## src/rtl/transaction_layer_rx.sv

```systemverilog
// transaction_layer_rx: steers a serialized stream of words into four class
// FIFOs selected by the two top data bits. Flow control back to the link uses
// almost-full and almost-empty thresholds. The block also keeps per-class
// delivered-word counters and a one-hot RESET/INIT/IDLE/ACTIVE sequencer.
module transaction_layer_rx #(
   parameter int DATA_W = 10,
   parameter int DEPTH  = 8,
   parameter int CNT_W  = 5
) (
   input  logic              clk,
   input  logic              reset,
   input  logic              init,
   input  logic [2:0]        Umbral_bajo,
   input  logic [2:0]        Umbral_alto,
   input  logic              rx_valid,
   input  logic [DATA_W-1:0] rx_data,
   output logic              rx_ready,
   input  logic              pop0,
   input  logic              pop1,
   input  logic              pop2,
   input  logic              pop3,
   output logic [DATA_W-1:0] data_out0,
   output logic [DATA_W-1:0] data_out1,
   output logic [DATA_W-1:0] data_out2,
   output logic [DATA_W-1:0] data_out3,
   output logic              empty0,
   output logic              empty1,
   output logic              empty2,
   output logic              empty3,
   output logic              almost_full0,
   output logic              almost_full1,
   output logic              almost_full2,
   output logic              almost_full3,
   output logic              almost_empty0,
   output logic              almost_empty1,
   output logic              almost_empty2,
   output logic              almost_empty3,
   input  logic              req,
   input  logic [1:0]        idx,
   output logic [CNT_W-1:0]  contador,
   output logic              valid,
   output logic [3:0]        state,
   output logic              idle
);
   localparam int PTR_W = $clog2(DEPTH);
   localparam int OCC_W = PTR_W + 1;

   typedef enum logic [3:0] {
      S_RESET  = 4'b0001,
      S_INIT   = 4'b0010,
      S_IDLE   = 4'b0100,
      S_ACTIVE = 4'b1000
   } state_t;

   state_t            r_state;
   logic              r_rx_ready;
   logic [2:0]        r_umb_sup;
   logic [2:0]        r_umb_inf;
   logic [DATA_W-1:0] r_mem  [4][DEPTH];
   logic [PTR_W-1:0]  r_wptr [4];
   logic [PTR_W-1:0]  r_rptr [4];
   logic [OCC_W-1:0]  r_occ  [4];
   logic [DATA_W-1:0] r_dout [4];
   logic [CNT_W-1:0]  r_cnt  [4];
   logic [CNT_W-1:0]  r_contador;
   logic              r_valid;

   logic [3:0]        w_pop;
   logic [3:0]        w_empty;
   logic [3:0]        w_afull;
   logic [3:0]        w_aempty;
   logic [3:0]        w_push;
   logic [3:0]        w_pop_ok;
   logic              w_accept;
   logic [1:0]        w_cls;

   assign w_pop    = {pop3, pop2, pop1, pop0};
   assign w_accept = rx_valid & r_rx_ready;
   assign w_cls    = rx_data[DATA_W-1 -: 2];

   // Status flags from registered occupancy plus push/pop qualification per class
   always_comb begin
      for (int k = 0; k < 4; k++) begin
         w_empty[k]  = (r_occ[k] == '0);
         w_afull[k]  = (r_occ[k] >= OCC_W'(r_umb_sup));
         w_aempty[k] = (r_occ[k] <= OCC_W'(r_umb_inf));
         w_push[k]   = w_accept && (w_cls == 2'(k)) && (r_occ[k] != OCC_W'(DEPTH));
         w_pop_ok[k] = w_pop[k] && !w_empty[k];
      end
   end

   // Sequencer; rx_ready is registered, so it reacts to occupancy one cycle late
   always_ff @(posedge clk or posedge reset) begin
      if (reset) begin
         r_state    <= S_RESET;
         r_rx_ready <= 1'b0;
      end else begin
         case (r_state)
            S_RESET: begin
               r_state    <= S_INIT;
               r_rx_ready <= 1'b0;
            end
            S_INIT: begin
               if (init) begin
                  r_rx_ready <= 1'b0;
               end else begin
                  r_state    <= S_IDLE;
                  r_rx_ready <= ~|w_afull;
               end
            end
            S_IDLE: begin
               if (init) begin
                  r_state    <= S_INIT;
                  r_rx_ready <= 1'b0;
               end else begin
                  if (w_accept) r_state <= S_ACTIVE;
                  r_rx_ready <= ~|w_afull;
               end
            end
            S_ACTIVE: begin
               if (init) begin
                  r_state    <= S_INIT;
                  r_rx_ready <= 1'b0;
               end else begin
                  if (&w_empty && !w_accept) r_state <= S_IDLE;
                  r_rx_ready <= ~|w_afull;
               end
            end
            default: begin
               r_state    <= S_RESET;
               r_rx_ready <= 1'b0;
            end
         endcase
      end
   end

   // Threshold capture: tracks the inputs for as long as the block sits in INIT
   always_ff @(posedge clk or posedge reset) begin
      if (reset) begin
         r_umb_sup <= 3'd6;
         r_umb_inf <= 3'd1;
      end else if (r_state == S_INIT) begin
         r_umb_sup <= Umbral_alto;
         r_umb_inf <= Umbral_bajo;
      end
   end

   // FIFO control: pointers, occupancy, popped-word register and delivered counters
   always_ff @(posedge clk or posedge reset) begin
      if (reset) begin
         for (int k = 0; k < 4; k++) begin
            r_wptr[k] <= '0;
            r_rptr[k] <= '0;
            r_occ[k]  <= '0;
            r_dout[k] <= '0;
            r_cnt[k]  <= '0;
         end
      end else begin
         for (int k = 0; k < 4; k++) begin
            if (w_push[k]) r_wptr[k] <= r_wptr[k] + PTR_W'(1);
            if (w_pop_ok[k]) begin
               r_rptr[k] <= r_rptr[k] + PTR_W'(1);
               r_dout[k] <= r_mem[k][r_rptr[k]];
            end
            case ({w_push[k], w_pop_ok[k]})
               2'b10:   r_occ[k] <= r_occ[k] + OCC_W'(1);
               2'b01:   r_occ[k] <= r_occ[k] - OCC_W'(1);
               default: r_occ[k] <= r_occ[k];
            endcase
            if (r_state == S_INIT)  r_cnt[k] <= '0;
            else if (w_pop_ok[k])   r_cnt[k] <= r_cnt[k] + CNT_W'(1);
         end
      end
   end

   // FIFO storage; contents need no reset because occupancy gates every read
   always_ff @(posedge clk) begin
      for (int k = 0; k < 4; k++) begin
         if (w_push[k]) r_mem[k][r_wptr[k]] <= rx_data;
      end
   end

   // Counter read port returns the value held before any same-cycle increment
   always_ff @(posedge clk or posedge reset) begin
      if (reset) begin
         r_contador <= '0;
         r_valid    <= 1'b0;
      end else if (req) begin
         r_contador <= r_cnt[idx];
         r_valid    <= 1'b1;
      end else begin
         r_contador <= '0;
         r_valid    <= 1'b0;
      end
   end

   assign rx_ready      = r_rx_ready;
   assign state         = r_state;
   assign idle          = (r_state == S_IDLE);
   assign contador      = r_contador;
   assign valid         = r_valid;
   assign data_out0     = r_dout[0];
   assign data_out1     = r_dout[1];
   assign data_out2     = r_dout[2];
   assign data_out3     = r_dout[3];
   assign empty0        = w_empty[0];
   assign empty1        = w_empty[1];
   assign empty2        = w_empty[2];
   assign empty3        = w_empty[3];
   assign almost_full0  = w_afull[0];
   assign almost_full1  = w_afull[1];
   assign almost_full2  = w_afull[2];
   assign almost_full3  = w_afull[3];
   assign almost_empty0 = w_aempty[0];
   assign almost_empty1 = w_aempty[1];
   assign almost_empty2 = w_aempty[2];
   assign almost_empty3 = w_aempty[3];

endmodule
```

## config.mk

```make
export PLATFORM = sky130hd
export DESIGN_NAME = transaction_layer_rx
export DESIGN_NICKNAME = d
export VERILOG_FILES = /design/src/rtl/transaction_layer_rx.sv
export SDC_FILE = /design/constraint.sdc
export NUM_CORES = 1
export LEC_CHECK = 0
export CAP_MARGIN = 30
export CORE_MARGIN = 4
export CORE_UTILIZATION = 54
export DETAILED_ROUTE_END_ITERATION = 12
export PLACE_DENSITY_LB_ADDON = 0.2
export SLEW_MARGIN = 20
export SYNTH_ARGS = -nofsm -noshare
export SYNTH_HDL_FRONTEND = slang
export SYNTH_SLANG_ARGS = --single-unit
```

## constraint.sdc

```tcl
create_clock -name clk -period 4.58 [get_ports clk]
set_input_delay 1.374 -clock clk [delete_from_list [all_inputs] [get_ports clk]]
set_output_delay 1.374 -clock clk [all_outputs]
set_load 0.02 [all_outputs]
```

# == After elaboration in Yosys (flattened, before gate mapping) ==
# Memory sizes are Yosys's and may differ from the RTL's.
# Cells that the tools add are included.
# op_classes
n_bitwise,10
magnitude_cmp,21
reduce_logical,43
n_eq_ne,22
mux,62
add_sub_neg,20
# op_table
cell,count
80-bit two-way mux,10
80-bit OR reduction,3
10-bit binary-select mux with 3-bit select,4
10-bit demux with 3-bit select,4
10-bit two-way mux,12
5-bit two-way mux,11
"4-bit greater-or-equal comparator, second input constant",8
3-bit inverter with 4-bit output,8
4-bit one-hot mux with 2 select lines,4
"3-bit by 1-bit adder with 3-bit output, second input constant",8
"5-bit by 1-bit adder with 5-bit output, second input constant",4
4-bit two-way mux,5
1-bit logical AND,17
"4-bit by 1-bit adder with 4-bit output, second input constant",4
4-bit by 3-bit greater-or-equal comparator with 1-bit output,4
4-bit by 3-bit <= comparator with 1-bit output,4
4-bit zero test,4
"4-bit by 1-bit less-than comparator with 1-bit output, second input constant",4
"4-bit != test, second input constant",4
4-bit one-hot mux with 4 select lines,1
2-bit nonzero test,8
"4-bit by 1-bit subtractor with 4-bit output, second input constant",4
"2-bit == test, second input constant",6
5-bit binary-select mux with 2-bit select,1
other kinds (19),36
# word_totals
word_cells,205
ram_bits,320
regBits,117
mem_count,1
# mem_list
name,depth,word_bits,rd,rd_ports_with_merged_regs,wr,line,text
r_mem,4,80,4,0,1,59,logic [DATA_W-1:0] r_mem [4][DEPTH];

# == Longest topological paths before layout ==
# Gate-level depths: netlist of the first run.
# logic_depth
depth_word,10
mapped_depth,12
ltp_nobuf,10

# == Worst setup path after synthesis of the first run ==
# OpenSTA, ideal clock, no wires.
# synth_timing
path_type,input-to-reg
from,input rx_data[8]
to,"memory r_mem[1][70] (netlist bit), enable pin"
setup_time_ns,0.404
cell_stages,4
arrival_ns,2.943
setup_slack_ns,1.233
required_time_ns,4.176
n_path_buf,0
path_cell_list,nand3_1 a211oi_2 inv_2 nor4_1
# synth_via
elab_chain_cells,9
elab_cells_between_ends,29
cone_classes,3 x eq/ne; 14 x mux; 12 x reduce/logical
# synth_rtl
element,line,text
start: declaration,16,"input logic [DATA_W-1:0] rx_data,"
2-bit by 1-bit == test with 1-bit output,87,w_push[k] = w_accept && (w_cls == 2'(k)) && (r_occ[k] != OCC_W'(DEPTH));
1-bit logical AND (2 in a row),87,
1-bit two-way mux,179,if (w_push[k]) r_mem[k][r_wptr[k]] <= rx_data;
80-bit two-way mux (implied by the code),179,
80-bit OR reduction (no line),--,
2-bit two-way mux (no line) or 80-bit two-way mux (tied branches) (3 in a row),--,
end: declaration,59,
# Several ways; a longest one is shown, not always the timed one.

# == Worst setup path after layout of the first run ==
# layout_timing
from,register r_occ[0] (netlist bit)
to,output almost_full3
# layout_via
elab_chain_cells,1
# layout_rtl
element,line,text
start: declaration,62,logic [OCC_W-1:0] r_occ [4];
start signal: indexed assignment,166,2'b10: r_occ[k] <= r_occ[k] + OCC_W'(1);
start signal: indexed assignment,167,2'b01: r_occ[k] <= r_occ[k] - OCC_W'(1);
start signal: indexed assignment,168,default: r_occ[k] <= r_occ[k];
4-bit by 3-bit greater-or-equal comparator with 1-bit output,85,w_afull[k] = (r_occ[k] >= OCC_W'(r_umb_sup));
end: declaration,33,"output logic almost_full3,"
# Every way passes these cells.

==> results of run 1 <==
flip-flops by register name, summed over array words and instances (netlist names), 3 cells and up:
| signal | flops |
|---|---|
| r_rptr | 12 |
| data_out0 | 10 |
| r_occ | 16 |
| r_mem | 320 |
| data_out2 | 10 |
| contador | 5 |
| r_cnt | 20 |
| r_umb_inf | 3 |
| state | 4 |
| data_out1 | 10 |
| data_out3 | 10 |
| r_umb_sup | 3 |
| r_wptr | 12 |
where the power goes:
| part | switching, mW | total (mW) | internal, mW |
|---|---|---|---|
| Combinational | 1.77 | 3.78 | 2.01 |
| Clock | 1.43 | 3.41 | 1.98 |
| Sequential | 0.644 | 5.34 | 4.69 |
cell families after synthesis:
group                      after synthesis  synth area share
DFF                                    437             0.703
and+or+nand+nor                        212            0.0560
muxes                                  136             0.137
AOI/OAI and AO/OA                       91            0.0322
buffers and inverters                   54            0.0128
xor gates and xnor gates                53            0.0260
adders and majority gates               48            0.0337
placed cells by master, fill, tap and decap left out, types with 22 or more instances in the layout:
cell / netlist / routed
mux2i_1: 41 / 41
nand2b_1: 22 / 22
xor2_1: 36 / 36
clkdlybuf4s50_1: 0 / 89
nand2_1: 48 / 48
edfxtp_1: 320 / 320
mux4_2: 85 / 85
a21oi_1: 54 / 54
buf_4: 0 / 51
ha_1: 48 / 48
nor2_1: 85 / 85
dfrtp_1: 113 / 113
clkbuf_16: 0 / 46
per-stage QoR:
| step | instances | total power [mW] | setup slack, ps |
|---|---|---|---|
| after floorplan | 1031 | 7.85 | 112 |
| final | 1669 | 12.5 | 654 |
| after global placement | 1578 | 9.08 | 561 |
| after global routing | 1669 | 13.3 | 537 |
| after detailed placement | 1585 | 9.23 | 497 |
| after CTS | 1666 | 12.7 | 627 |
worst max path at each step:
stage / start / endpoint / depth (start not counted)
global route: r_occ[8] / almost_full1 / 6
finish: r_occ[0] / almost_full3 / 6
global placement: rx_data[9] / r_occ[6] / 11
CTS: r_occ[0] / almost_full3 / 6
detailed placement: rx_data[9] / r_occ[6] / 11
floorplan: reset / contador[0] / 1
final cells by class:
class                      instances  area, um^2
fill                            2303       11400
clock buffer                      66        1280
tap                              442         553
sequential                       437       12500
inverter                          17        68.8
timing repair buffer             152        1490
multi-input combinational        540        5090
clock inverter                    15         111
routing by layer:
layer | global-route usage | vias up
li1 | - | 4296
met1 | 0.285 | 4744
met2 | 0.330 | 175
met3 | 0.0310 | 45
met4 | 0.0440 | 0
met5 | 0 | -
==> results.json, run 1 <==
{
  "synth_top_area_cell": "edfxtp_1",
  "drt-total-wl_um": 34900,
  "maxCapViolCount": 0,
  "cts_tree": "built",
  "synth_top_cell_area_share": 0.538,
  "yosysUniqueCellTypes": 40,
  "dr.first_iter.drc_count": 561,
  "dieArea_um2": 36000,
  "grt_pass1_vias": 9487,
  "worstSkewPairLatency_ps": 540,
  "wl_met2_um": 17400,
  "met1_length_um": 15600,
  "leakagePower_nw": 7.63,
  "dr.pass1.iters": 5,
  "finalSetupViolCount": 0,
  "track_usage": 0.199,
  "ys_warn_count": 0,
  "powerDensity_nw_per_um2": 593,
  "grt_max_degree": 66,
  "start_kind": "flop",
  "dieHeight_um": 190,
  "slew_headroom": 0.363,
  "r2r_setup_slack_ps": 2000,
  "path_delay_family": "buffers and inverters",
  "place_hpwl_um": 21900,
  "nNetsFinal": 1267,
  "cp_data_arrival_time_ps": 2550,
  "drc": 0,
  "finalCritPeriodShare": 0.857,
  "clk_path_buf_depth": 3,
  "whs_ps": 513,
  "rsz0062_at_grt": "false",
  "avgSynthCellArea_um2": 17.3,
  "dieWidth_um": 190,
  "vias": 9260,
  "wl_met3_um": 1390,
  "worstHoldPathCells": 1,
  "ir_drop_v": 0.000365,
  "syn_nets": 1106,
  "status": "finished, final reports clean",
  "gp_congestion": 0.766,
  "reg2reg_depth": 11,
  "cp_max_fo": 7,
  "ctsResizeCount": 0,
  "min_from": "r_wptr[3]",
  "io_buffer_count": 90,
  "yosysSeqAreaShare": 0.703,
  "cp_num_buf_inv": 2,
  "grt-ovfl-total": 0,
  "tns_ps": 0,
  "clockRootBuffer": "clkbuf_16",
  "grt_pass1_wl_um": 55300,
  "crit_path_cell_trace": "inv_1, ha_1, nand2b_1, a21o_1, a211o_1, clkdlybuf4s50_1",
  "worstMarginPinSlew_ps": 956,
  "h-tree-depth": 2,
  "crit_slowest_cell": "clkdlybuf4s50_1",
  "crit_path_max_incr_delay_ps": 550,
  "synthArstFlopShare": 0.268,
  "cts.sinks": 437,
  "max_freq_ghz": 0.255,
  "r2r-start": "r_occ[13]",
  "hold_buffers": 0,
  "hold_end": "r_wptr[3]",
  "hold_viol_final": 0,
  "synth_edf_count": 320,
  "cts_buffers": 44,
  "synth_area_leaders": "edfxtp_1, dfrtp_1, mux4_2",
  "hold_class": "reg -> reg",
  "netlist_instances": 1031,
  "antenna_found_initial": 0,
  "area_growth_pct": 18.4,
  "rows": 66,
  "synth_most_common_cell": "edfxtp_1",
  "core_um2": 32500,
  "start_util": 0.548,
  "yosys-top-cells-count": "edfxtp_1, dfrtp_1, mux4_2, nor2_1, a21oi_1",
  "utilization": 0.649,
  "cp-end-kind": "output port",
  "drv_slew": 0,
  "clk_pin_slew_ps": 60,
  "topRoutingLayerUsed": "met4",
  "wl_per_cell_um": 20.9,
  "crit_type": "reg -> out",
  "finClkSkew_ps": 14.6,
  "drive_gt1_frac": 0.191,
  "io_pins": 91,
  "synthFlopType": "edfxtp_1",
  "post_cts_buffers": 0,
  "diodes": 0,
  "r2r_end": "r_occ[14]",
  "fin_area_um2": 21100,
  "cp_data_required_time_ps": 3210,
  "ys_ff_latch": 437,
  "drtAntennaViolNets": 0,
  "synthesis.area_um2": 17800,
  "fin_crit_ps": 3930,
  "viasPerCell": 5.55,
  "dpl-instance-area_um2": 19700
}
Power figures use the tool's default switching activity.
==> inputs of run 2 (changes only) <==
--- a/config.mk
+++ b/config.mk
@@ -6,7 +6,7 @@
 export NUM_CORES = 1
 export LEC_CHECK = 0
 export CAP_MARGIN = 30
-export CORE_MARGIN = 4
+export CORE_MARGIN = 1
 export CORE_UTILIZATION = 54
 export DETAILED_ROUTE_END_ITERATION = 12
 export PLACE_DENSITY_LB_ADDON = 0.2
==> run 2 against run 1 <==
Die area is 6.2% lower. Cell count did not move. Routed wire length shrank 1.1%. Via count up 1.4%. Non-clock buffer count up 1. Critical path depth unchanged. Largest power group unchanged. Flip-flop and latch count stayed put. Sequential power barely moved. Largest cell class unchanged. Clock skew up 9.8 ps. Critical path type unchanged. Hold slack improved by 2.7 ps.
==> results.json, run 2 (synthesis results as in run 1) <==
{
  "status": "finished, final reports clean",
  "layout_common_cells": "edfxtp_1, dfrtp_1, clkdlybuf4s50_1, mux4_2, nor2_1",
  "wl_per_cell_um": 20.7,
  "place_hpwl_um": 21700,
  "place_ws_ps": 538,
  "final_common_cell": "edfxtp_1",
  "vias": 9391,
  "slew_headroom": 0.346,
  "dieHeight_um": 184,
  "post_cts_buffers": 0,
  "finalCritPeriodShare": 0.868,
  "tns_ps": 0,
  "gp_congestion": 0.804,
  "crit_path_max_incr_delay_ps": 560,
  "cts_tree": "built",
  "max_freq_ghz": 0.252,
  "start_kind": "flop",
  "maxCapViolCount": 0,
  "cp_num_buf_inv": 2,
  "powerDensity_nw_per_um2": 597,
  "cts.sinks": 437,
  "r2r_setup_slack_ps": 1970,
  "hold_class": "reg -> reg",
  "rows": 66,
  "fin_area_um2": 21100,
  "finalSetupViolCount": 0,
  "cts_buffers": 44,
  "fillers": 2338,
  "crit_type": "reg -> out",
  "worstHoldPathCells": 1,
  "cp-end-kind": "output port",
  "grt_max_degree": 56,
  "fin_crit_ps": 3970,
  "grt_pass1_vias": 9456,
  "whs_ps": 515,
  "dieWidth_um": 184,
  "clockRootBuffer": "clkbuf_16",
  "rsz0062_at_grt": "false",
  "track_usage": 0.213,
  "cp_data_required_time_ps": 3210,
  "grt-ovfl-total": 0,
  "viasPerCell": 5.63,
  "area_growth_pct": 18.4,
  "h-tree-depth": 2,
  "hold_buffers": 0,
  "reg2reg_depth": 10,
  "dieArea_um2": 33800,
  "cp_data_arrival_time_ps": 2600,
  "finClkSkew_ps": 24.4,
  "drt-total-wl_um": 34600,
  "hold_viol_final": 0,
  "io_pins": 91,
  "drive_gt1_frac": 0.195,
  "start_util": 0.548,
  "io_buffer_count": 90,
  "clk_path_buf_depth": 3,
  "nNetsFinal": 1268,
  "drc": 0,
  "clk_pin_slew_ps": 60,
  "largest_reg_flops": 320,
  "crit_start": "r_occ[12]",
  "dr.first_iter.drc_count": 522,
  "cp_max_fo": 6,
  "path_delay_family": "buffers and inverters",
  "worstMarginPinSlew_ps": 981,
  "dr.pass1.iters": 5,
  "ir_drop_v": 0.000407,
  "r2r-start": "r_occ[9]",
  "worstSkewPairLatency_ps": 550,
  "crit_path_cell_trace": "inv_1, ha_1, nand2b_1, a21o_1, a211o_1, clkdlybuf4s50_1",
  "leakagePower_nw": 7.63,
  "diodes": 0,
  "core_um2": 32500,
  "layout_setup_ws_ps": 605,
  "dpl-instance-area_um2": 19600,
  "drtAntennaViolNets": 0,
  "grt_pass1_wl_um": 53700,
  "min_from": "r_wptr[9]",
  "crit_slowest_cell": "clkdlybuf4s50_1",
  "cp_num_cells": 6,
  "antenna_found_initial": 0,
  "drv_slew": 0,
  "ctsResizeCount": 0
}
[run 2: power by group]
group	internal [mW]	total, mW	switching (mW)
Sequential	4.69	5.35	0.657
Clock	2.09	3.57	1.47
Combinational	1.96	3.70	1.74
[run 2: area by class of cell]
class / count / area [um^2] / share of cell area
repair buffers: 153 / 1420 / 0.0672
inverters: 17 / 66.3 / 0.00314
well taps: 442 / 553 / 0.0262
clock buffers: 61 / 1260 / 0.0594
clock inverters: 19 / 208 / 0.00983
flip-flops and latches: 437 / 12500 / 0.593
multi-input cells: 540 / 5090 / 0.241
[run 2: layer usage]
layer  vias to the layer above  track usage  share of wire
li1                       4287            -              -
met1                      4833        0.298           0.44
met2                       224        0.355           0.49
met3                        47       0.0293          0.045
met4                         0       0.0540          0.020
met5                         -            0              0
[run 2: stage by stage]
stage | power (mW) | utilization | cells
2_1_floorplan | 7.85 | - | 1031
3_3_place_gp | 9.07 | 0.602 | 1583
3_5_place_dp | 9.15 | 0.603 | 1586
4_1_cts | 12.7 | 0.648 | 1666
5_1_grt | 13.3 | 0.650 | 1669
6_report | 12.6 | 0.650 | 1669
[run 2: final timing paths]
path                                     end
worst min register to register     r_wptr[9]
worst max-delay path            almost_full0
worst max register to register     r_occ[10]
min in group asynchronous           r_cnt[6]
max in group asynchronous           state[0]
worst min-delay path               r_wptr[9]
[run 2: worst register-to-register path, stage by stage (launching register included)]
cell and delay [ps]:
dfrtp_1 510, nor4_2 440, nand2b_1 360, inv_2 70, ha_1 250, xor2_1 160
ha_1 190, a21oi_1 160, xor2_1 160, nor2_1 60, xor2_1 140
==> inputs of run 3 (changes only) <==
--- a/config.mk
+++ b/config.mk
@@ -8,6 +8,7 @@
 export CAP_MARGIN = 30
 export CORE_MARGIN = 1
 export CORE_UTILIZATION = 54
+export CTS_BUF_LIST = sky130_fd_sc_hd__clkbuf_8 sky130_fd_sc_hd__clkbuf_16
 export DETAILED_ROUTE_END_ITERATION = 12
 export PLACE_DENSITY_LB_ADDON = 0.2
 export SLEW_MARGIN = 20
==> run 3 against run 2 <==
Fmax rose by 0.14%. Die area did not move. Clock skew about the same. Sequential power is essentially flat. Non-clock buffer count is the same. Combinational power hardly changed. Count of clock-buffer cells in the layout is 9 lower. First-iteration DRC count fell by 0.19%.
==> results.json, run 3 (synthesis results as in run 1) <==
{
  "grt-ovfl-total": 0,
  "worstMarginPinSlew_ps": 976,
  "finalSetupViolCount": 0,
  "slew_headroom": 0.349,
  "cp_data_arrival_time_ps": 2600,
  "wl_per_cell_um": 20.7,
  "ctsResizeCount": 0,
  "cp-end-kind": "output port",
  "cp_data_required_time_ps": 3210,
  "drt-total-wl_um": 34600,
  "start_util": 0.548,
  "status": "finished, final reports clean",
  "max_freq_ghz": 0.252,
  "powerDensity_nw_per_um2": 596,
  "place_hpwl_um": 21700,
  "ir_drop_v": 0.000408,
  "clockRootBuffer": "clkbuf_16",
  "clk_path_buf_depth": 3,
  "dieArea_um2": 33800,
  "finClkSkew_ps": 24.6,
  "dr.pass1.iters": 5,
  "leakagePower_nw": 7.67,
  "instances_no_fill": 1669,
  "tns_ps": 0,
  "vias": 9395,
  "hold_buffers": 0,
  "combinationalPowerShare": 0.294,
  "worstSkewPairLatency_ps": 550,
  "clk_pin_slew_ps": 60,
  "start_kind": "flop",
  "p_switching_mw": 3.88,
  "area_growth_pct": 18.4,
  "antenna_found_initial": 0,
  "clkPwrFrac": 0.282,
  "gp_congestion": 0.804,
  "rows": 66,
  "nNetsFinal": 1268,
  "p_seq_frac": 0.425,
  "viasPerCell": 5.63,
  "drtAntennaViolNets": 0,
  "core_um2": 32500,
  "grt_pass1_wl_um": 53700,
  "hold_class": "reg -> reg",
  "layout_setup_ws_ps": 611,
  "finalCritPeriodShare": 0.867,
  "grt_pass1_vias": 9456,
  "largest_reg_flops": 320,
  "hold_viol_final": 0,
  "cts_tree": "built",
  "dieWidth_um": 184,
  "p_int_mw": 8.73,
  "layout_common_cells": "edfxtp_1, dfrtp_1, clkdlybuf4s50_1, mux4_2, nor2_1",
  "r2r_setup_slack_ps": 1970,
  "placed_cells": 1586,
  "maxCapViolCount": 0,
  "final_common_cell": "edfxtp_1",
  "drv_slew": 0,
  "fin_crit_ps": 3970,
  "drive_gt1_frac": 0.195,
  "io_pins": 91,
  "cts.sinks": 437,
  "grt_max_degree": 56,
  "crit_type": "reg -> out",
  "post_cts_buffers": 0,
  "io_buffer_count": 90,
  "dieHeight_um": 184,
  "track_usage": 0.213,
  "diodes": 0,
  "cp_max_fo": 6,
  "place_ws_ps": 538,
  "swShare": 0.308,
  "h-tree-depth": 2,
  "rsz0062_at_grt": "false",
  "drc": 0,
  "dr.first_iter.drc_count": 521,
  "cts_buffers": 44
}
==> run 3: cell count changes in the layout (fill, tap and decap cells not counted), sizes merged <==
cell / change
clkbuf: -9
inv: +9
==> run 3: area by class of cell <==
class / count / area [um^2]
Timing Repair Buffer: 153 / 1420
Multi-Input combinational cell: 540 / 5090
Clock buffer: 52 / 1220
Sequential cell: 437 / 12500
Clock inverter: 28 / 241
Fill cell: 2338 / 11400
Inverter: 17 / 66.3
Tap cell: 442 / 553
==> run 3: final timing paths <==
| check | startpoint | endpoint | cells past startpoint |
|---|---|---|---|
| worst max-delay path | r_occ[12] | almost_full0 | 6 |
| worst min-delay path | r_wptr[9] | r_wptr[9] | 1 |
| worst max register to register | r_occ[9] | r_occ[10] | 10 |
| worst min register to register | r_wptr[9] | r_wptr[9] | 1 |
| max in group asynchronous | reset | state[0] | 3 |
| min in group asynchronous | reset | r_cnt[6] | 2 |
==> run 3: stage by stage <==
step,utilization,area [um^2],power [mW],hold slack (ps)
final,0.650,21100,12.6,515
after global routing,0.650,21100,13.3,533
after CTS,0.648,21100,12.7,513
after detailed placement,0.603,19600,9.15,503
after global placement,0.602,19600,9.07,504
after floorplan,-,17800,7.85,480
==> run 3: layer usage <==
layer	routed length, um	part of all wire	GRT usage
met1	15400	0.44	0.298
met2	17100	0.49	0.355
met3	1470	0.043	0.0293
met4	669	0.019	0.0540
met5	0	0	0
==> run 3: worst max-delay path: stages, from the launching register on <==
cell and delay [ps]:
dfrtp_1 480, inv_1 100, ha_1 270, nand2b_1 140, a21o_1 170, a211o_1 330, clkdlybuf4s50_1 560
==> run 3: power by group through the flow <==
stage	Combinational [mW]	Clock [mW]	Sequential (mW)
2_1_floorplan	2.49	0	5.36
4_1_cts	3.66	3.62	5.44
5_1_grt	4.08	3.77	5.43
6_report	3.70	3.55	5.35
3_5_place_dp	3.64	0	5.51
3_3_place_gp	3.56	0	5.51
